===== src/rtl/elementwise_pkg.sv =====
// Shared definitions for the serial/parallel bridge around the 4-lane elementwise multiplier.
package elementwise_pkg;

  localparam int LANES = 4;

  typedef enum logic [1:0] {
    LOAD  = 2'd0,
    WAIT  = 2'd1,
    DRAIN = 2'd2
  } state_t;

  // Lane index successor; the 2-bit index wraps 3 -> 0 by construction.
  function automatic logic [1:0] next_idx(input logic [1:0] idx);
    return idx + 2'd1;
  endfunction

endpackage


===== src/rtl/elementwise_result_serializer.sv =====
// Captures the 4 parallel products on a load strobe and streams them out one per handshake.
module elementwise_result_serializer
  import elementwise_pkg::*;
#(
  parameter int N = 8
) (
  input  logic             clk,
  input  logic             rst,
  input  logic             load,
  input  logic [2*N-1:0]   result [0:LANES-1],
  input  logic             out_ready,
  output logic             out_valid,
  output logic             out_last,
  output logic [2*N-1:0]   out_data,
  output logic             done
);

  localparam int PW = 2 * N;
  typedef logic [PW-1:0] prod_t;

  prod_t      res_buf [0:LANES-1];
  logic [1:0] idx;
  logic       fire;

  assign fire = out_valid & out_ready;
  assign done = fire & (idx == 2'd3);

  // Capture buffer, drain index and registered output stage.
  always_ff @(posedge clk or posedge rst) begin
    if (rst) begin
      for (int i = 0; i < LANES; i++) res_buf[i] <= '0;
      idx       <= 2'd0;
      out_valid <= 1'b0;
      out_last  <= 1'b0;
      out_data  <= '0;
    end else if (load) begin
      for (int i = 0; i < LANES; i++) res_buf[i] <= result[i];
      idx       <= 2'd0;
      out_valid <= 1'b1;
      out_last  <= 1'b0;
      out_data  <= result[0];
    end else if (done) begin
      idx       <= 2'd0;
      out_valid <= 1'b0;
      out_last  <= 1'b0;
      out_data  <= '0;
    end else if (fire) begin
      idx       <= next_idx(idx);
      out_data  <= res_buf[next_idx(idx)];
      out_last  <= (next_idx(idx) == 2'd3);
    end
  end

endmodule


===== src/rtl/elementwise_vec_stream_bridge.sv =====
// Serial operand loader, latency wait and FSM feeding the parallel multiplier; results
// are streamed back out through the result serializer.
module elementwise_vec_stream_bridge
  import elementwise_pkg::*;
#(
  parameter int N       = 8,
  parameter int LATENCY = 1
) (
  input  logic             clk,
  input  logic             rst,
  input  logic             in_valid,
  output logic             in_ready,
  input  logic [N-1:0]     in_a,
  input  logic [N-1:0]     in_b,
  output logic [N-1:0]     mul_a [0:LANES-1],
  output logic [N-1:0]     mul_b [0:LANES-1],
  input  logic [2*N-1:0]   mul_result [0:LANES-1],
  output logic             out_valid,
  input  logic             out_ready,
  output logic [2*N-1:0]   out_data,
  output logic             out_last,
  output logic             busy,
  output logic [7:0]       vec_count
);

  state_t     state;
  state_t     state_nxt;
  logic [1:0] idx;
  logic [2:0] wait_cnt;
  logic       accept;
  logic       load;
  logic       done;

  assign accept = in_valid & in_ready;
  // The final WAIT cycle covers the operand register plus LATENCY multiplier stages.
  assign load   = (state == WAIT) && (wait_cnt == 3'(LATENCY));

  // Next-state decode.
  always_comb begin
    state_nxt = state;
    case (state)
      LOAD: begin
        if (accept && (idx == 2'd3)) state_nxt = WAIT;
        else                         state_nxt = LOAD;
      end
      WAIT: begin
        if (load) state_nxt = DRAIN;
        else      state_nxt = WAIT;
      end
      DRAIN: begin
        if (done) state_nxt = LOAD;
        else      state_nxt = DRAIN;
      end
      default: state_nxt = LOAD;
    endcase
  end

  // State register with handshake/status flags registered off the next state.
  always_ff @(posedge clk or posedge rst) begin
    if (rst) begin
      state     <= LOAD;
      in_ready  <= 1'b1;
      busy      <= 1'b0;
      wait_cnt  <= 3'd0;
      vec_count <= 8'd0;
    end else begin
      state    <= state_nxt;
      in_ready <= (state_nxt == LOAD);
      busy     <= (state_nxt != LOAD);
      if (state == WAIT) wait_cnt <= wait_cnt + 3'd1;
      else               wait_cnt <= 3'd0;
      if (done) vec_count <= vec_count + 8'd1;
    end
  end

  // Operand lanes are written in place as pairs arrive.
  always_ff @(posedge clk or posedge rst) begin
    if (rst) begin
      for (int i = 0; i < LANES; i++) begin
        mul_a[i] <= '0;
        mul_b[i] <= '0;
      end
      idx <= 2'd0;
    end else if (accept) begin
      mul_a[idx] <= in_a;
      mul_b[idx] <= in_b;
      idx        <= next_idx(idx);
    end
  end

  elementwise_result_serializer #(.N(N)) u_ser (
    .clk       (clk),
    .rst       (rst),
    .load      (load),
    .result    (mul_result),
    .out_ready (out_ready),
    .out_valid (out_valid),
    .out_last  (out_last),
    .out_data  (out_data),
    .done      (done)
  );

endmodule


===== config.mk =====
export PLATFORM = sky130hd
export DESIGN_NAME = elementwise_vec_stream_bridge
export DESIGN_NICKNAME = d
export VERILOG_FILES = /design/src/rtl/elementwise_pkg.sv /design/src/rtl/elementwise_result_serializer.sv /design/src/rtl/elementwise_vec_stream_bridge.sv
export SDC_FILE = /design/constraint.sdc
export NUM_CORES = 1
export LEC_CHECK = 0
export ABC_AREA = 1
export BUFFER_PORTS_ARGS = -buffer_cell sky130_fd_sc_hd__buf_2
export CORE_ASPECT_RATIO = 0.5
export CORE_UTILIZATION = 55
export CTS_BUF_LIST = sky130_fd_sc_hd__clkbuf_16
export DETAILED_ROUTE_END_ITERATION = 10
export HOLD_SLACK_MARGIN = 0.05
export PLACE_DENSITY = 0.91
export SYNTH_ARGS = -nofsm -noshare
export SYNTH_HDL_FRONTEND = slang
export SYNTH_SLANG_ARGS = --single-unit

===== constraint.sdc =====
create_clock -name clk -period 9.2 [get_ports clk]
set_input_delay 0.92 -clock clk [delete_from_list [all_inputs] [get_ports clk]]
set_output_delay 0.92 -clock clk [all_outputs]
set_load 0.01 [all_outputs]

# After elaboration in Yosys (flattened, before gate mapping)
# Index checks and enable logic that the tools add are counted.
# classes
magnitude_cmp	3
n_reduce_logical	8
eq_ne	6
n_addsub	4
div	0
shifts	0
n_mux	23
n_bitwise	5
multipliers	0
# ops
cell	count
$mux 16	5
$bwmux 32	2
$bmux 16 s2	1
$demux 8 s2	1
$mux 2	5
$add 8x1->8 const B	1
$eq 2x2->1 const B	4
$mux 8	1
$ge 3x3->1 const B	2
$mux 1	6
$not 2->3	2
$pmux 2 s3	1
$add 2x1->2 const B	2
$logic_not 2->1	2
$reduce_bool 2->1	2
$add 3x1->3 const B	1
$and 1x1->1	3
$eq 3x1->1 const B	1
$logic_and 1x1->1	3
$lt 3x1->1 const B	1
$mux 3	1
$reduce_bool 3->1	1
$eq 2x1->1 const B	1
# word_totals
mem_bits_ro	0
wordCells	71
latch_bits	0
ram_bits	0
reg_bits	165
output_inout_bits	92
memories	0

# Longest topological paths before layout
# logic_depth
word_depth	8
ltp_mapped	11

# Modules after synthesis
# Synthesis repeated with hierarchy kept, for this count alone.
# hier_totals
hier_cells	832
area_unflattened_um2	7236.9
# modules_own_cells
module	cells_each	area_per_inst_um2	n_inst	seq_area_each_um2
elementwise_result_serializer	518	3987.6	1	2102.0
elementwise_vec_stream_bridge	314	3249.4	1	2028.2

# Worst setup path after synthesis
# No wires, ideal clock.
# synth_path
kind	register to register
startpoint	register u_ser.idx[0]
endpoint	register u_ser.out_data[15]
setup_slack_ns	7.286
synth_period_minus_slack_ns	1.914
stages_incl_launch_ff	12
arrival_ns	1.797
path_buffers	4
cell_sequence	dfrtp_1 > buf_2 > buf_2 > inv_1 > ha_1 > buf_2 > clkinv_1 > buf_2 > o211ai_1 > nand2_1 > nand2_1 > nand2_1
# synth_via
elab_chain_len	8
# synth_rtl
element	line_no	source
from (decl)	elementwise_result_serializer.sv:22	logic [1:0] idx;
from (signal assigned)	elementwise_result_serializer.sv:48	idx <= next_idx(idx);
$add 2x1->2	elementwise_pkg.sv:14	return idx + 2'd1;
$not 2->3 (implied by the code)	elementwise_result_serializer.sv:49	out_data <= res_buf[next_idx(idx)];
$bmux 16 s2	elementwise_result_serializer.sv:49	
$mux 16 (implied by the code) (2 in series)	elementwise_result_serializer.sv:49	
$mux 16	elementwise_result_serializer.sv:47	end else if (fire) begin
$mux 16	elementwise_result_serializer.sv:42	end else if (done) begin
$mux 16	elementwise_result_serializer.sv:36	end else if (load) begin
to (signal assigned)	elementwise_result_serializer.sv:41	out_data <= result[0];
to (signal assigned)	elementwise_result_serializer.sv:49	
to (decl)	elementwise_result_serializer.sv:14	output logic [2*N-1:0] out_data,
# Several ways; a longest one is shown, not always the timed one. The select of a mux whose other input is x is not followed.
# A chain may end at the register's enable or synchronous reset.

# Worst setup path after layout
# layout_path
startpoint	register u_ser.idx[0]
endpoint	register u_ser.out_data[12]
# The elaborated chain is that of the path after synthesis.

==> metrics.csv <==
metric,value,unit
status,"finished, final reports clean",
grt_use_total,27.4,%
start_util,57.8,%
fin_skew,0.00898,ns
multiInputGateArea,2330,um^2
syn_avg_cell_area,8.73,um^2
core-area,12100,um^2
post-route-period-util,37.4,%
synth_fp_nets,893,
dr.pass1.iters,5,
htreeDepth,4,
worstSetupStartpointType,register,
hold_buffers,0,
synth_area_leaders,"dfrtp_1 (59%), nand2_1 (18%), o21ai_0 (6.7%)",
cts_resized,0,
yosysWarnings,0,
maxCapViolations,0,
worst-path-buf-inv,2,
die_area,13200,um^2
synth_seq_cells,165,
relSlewSlack,26.8,%
n_fill_cell,905,
detail_route.wl_per_cell,15.2,um
finalHoldViolations,0,
syn_area,6990,um^2
seqCellArea,4130,um^2
drc,0,
final_area,8490,um^2
rsz0062_at_grt,no,
grt_max_degree,100,
path_clk_slew,0.06,ns
overflow,0,
antennaDiodeCount,0,
antenna_found_initial,0,
fin_crit,3.44,ns
syn_inst,800,
post_cts_buffers,0,
final_cell_mix,"nand2_1 (326), buf_2 (175), dfrtp_1 (163)",
worst_path_most_repeated_cell,nand2_1,
clk_path_buf_depth,2,
vias,6003,
cp-end-kind,register,
ant_nets,0,
cellLeakagePower,4.64,nW
grt_pass1_vias,5884,
drt_iter0_drc,581,
rows,28,
layout-drive-gt1-share,21.8,%
setup_viol,0,
viasPerCell,5.30,
drv_slew,0,
gp_congestion,0.812,
powerDensity,369,nW/um^2
crit_family,flip-flops,
final_common_cell,nand2_1,
fin_nets,1049,
syn_to_final_growth,21.5,%
peakVddDrop,0.000189,V
crit_type,reg -> reg,
insertion_delay,0.41,ns
fmax,291,MHz
path_cells,"inv_1, ha_1, clkinv_1, o211ai_1, nand2_1, nand2_1, nand2_1",
die_y,81.7,um
utilization,70.2,%
post-dp-hpwl,11100,um
synth_cell_type_count,22,
synth_top_area_share,58.7,%
drt-total-wl,17200,um
tns,0,ns
cts_tree,done,
critPathMaxFanout,67,
arrival,3.75,ns
worst_pin_slew,1.10,ns
hold_class,reg -> reg,
clock_sinks,165,
ios,176,
ys_seq_area_share,59.1,%
cts_made_buffers,17,
max_stage_delay,1.08,ns
grt_pass1_wl,27900,um
synth_top_cell_by_area,dfrtp_1,
required,9.50,ns
ctsRootBufferMaster,clkbuf_16,
placed_area,7880,um^2
port_buffers,175,
cp_slowest_cell,dfrtp_2,
die_x,161,um
## per-stage QoR
step | setup WS [ns] | std cells | hold slack [ns] | power [mW]
after floorplan | 3.82 | 800 | 0.436 | 1.97
final | 5.76 | 1133 | 0.475 | 3.13
after global placement | 6.23 | 1102 | 0.448 | 2.28
after detailed placement | 6.00 | 1102 | 0.468 | 2.36
after global routing | 5.60 | 1133 | 0.500 | 3.34
after CTS | 5.90 | 1133 | 0.480 | 3.13
## final timing paths
| path | startpoint | end | slack, ns | cells past startpoint |
|---|---|---|---|---|
| max | u_ser.idx[0]$_DFFE_PP0P_ | u_ser.out_data[12]$_DFFE_PP0P_ | 5.76 | 7 |
| min reg2reg | wait_cnt[0]$_DFF_PP0_ | wait_cnt[0]$_DFF_PP0_ | 0.48 | 1 |
| max in group asynchronous | rst | u_ser.res_buf[42]$_DFFE_PP0P_ | 7.12 | 3 |
| min in group asynchronous | rst | mul_b[10]$_DFFE_PP0P_ | 0.68 | 2 |
| min | wait_cnt[0]$_DFF_PP0_ | wait_cnt[0]$_DFF_PP0_ | 0.48 | 1 |
| max reg2reg | u_ser.idx[0]$_DFFE_PP0P_ | u_ser.out_data[12]$_DFFE_PP0P_ | 5.76 | 7 |
## final cells by class
cell class | count | area share (%)
inverter | 83 | 3.73
clock inverter | 14 | 2.18
sequential | 165 | 48.7
timing repair buffer | 177 | 10.5
tap | 165 | 2.43
clock buffer | 17 | 5.01
multi-input combinational | 512 | 27.5
## report_power, final
| group | switching (mW) | internal, mW |
|---|---|---|
| sequential | 0.227 | 1.07 |
| clock | 0.288 | 0.452 |
| combinational | 0.688 | 0.413 |
## Yosys cell counts
library cell	number
nand4_1	1
ha_1	9
o21ai_0	94
inv_1	81
a21oi_1	1
clkinv_1	1
o21ai_1	5
dfrtp_1	164
nand3_1	24
nand2_4	1
buf_6	6
dfstp_2	1
inv_2	1
nand2_1	326
xnor2_1	4
buf_2	13
nor2_4	2
o211ai_1	32
buf_4	1
nor2_1	11
clkbuf_1	20
xor2_1	2
## state kept, by name, indices dropped and copies added, names as in the netlist, 3 cells and up
register	flops
wait_cnt	3
mul_a	32
u_ser.out_data	16
mul_b	32
u_ser.res_buf	64
vec_count	8
## metal layers
metal | routed length [um] | GRT usage (%) | vias up | part of all wire [%]
met5 | 0 | 0 | - | 0
met4 | 589 | 13.6 | 0 | 3.4
met3 | 997 | 5.10 | 49 | 5.8
met2 | 8460 | 49.5 | 251 | 49
met1 | 7160 | 32.3 | 2890 | 42
li1 | - | - | 2813 | -
## cells by family after synthesis
| group | count (synthesis) | share of synthesized area (%) |
|---|---|---|
| adders and majority gates | 9 | 1.61 |
| buffers and inverters | 123 | 7.54 |
| and+or+nand+nor | 365 | 20.4 |
| DFF | 165 | 59.1 |
| AOI/OAI and AO/OA | 132 | 10.6 |
| xor gates and xnor gates | 6 | 0.752 |
## worst reg2reg max path, delay by kind of cell, from the launching register on
kind                       cells  cell delay (ns)
buffers and inverters          2             0.86
DFF                            1             1.08
AOI/OAI and AO/OA              1             0.34
and+or+nand+nor                3             0.26
adders and majority gates      1             0.79
Power figures use the tool's default switching activity.
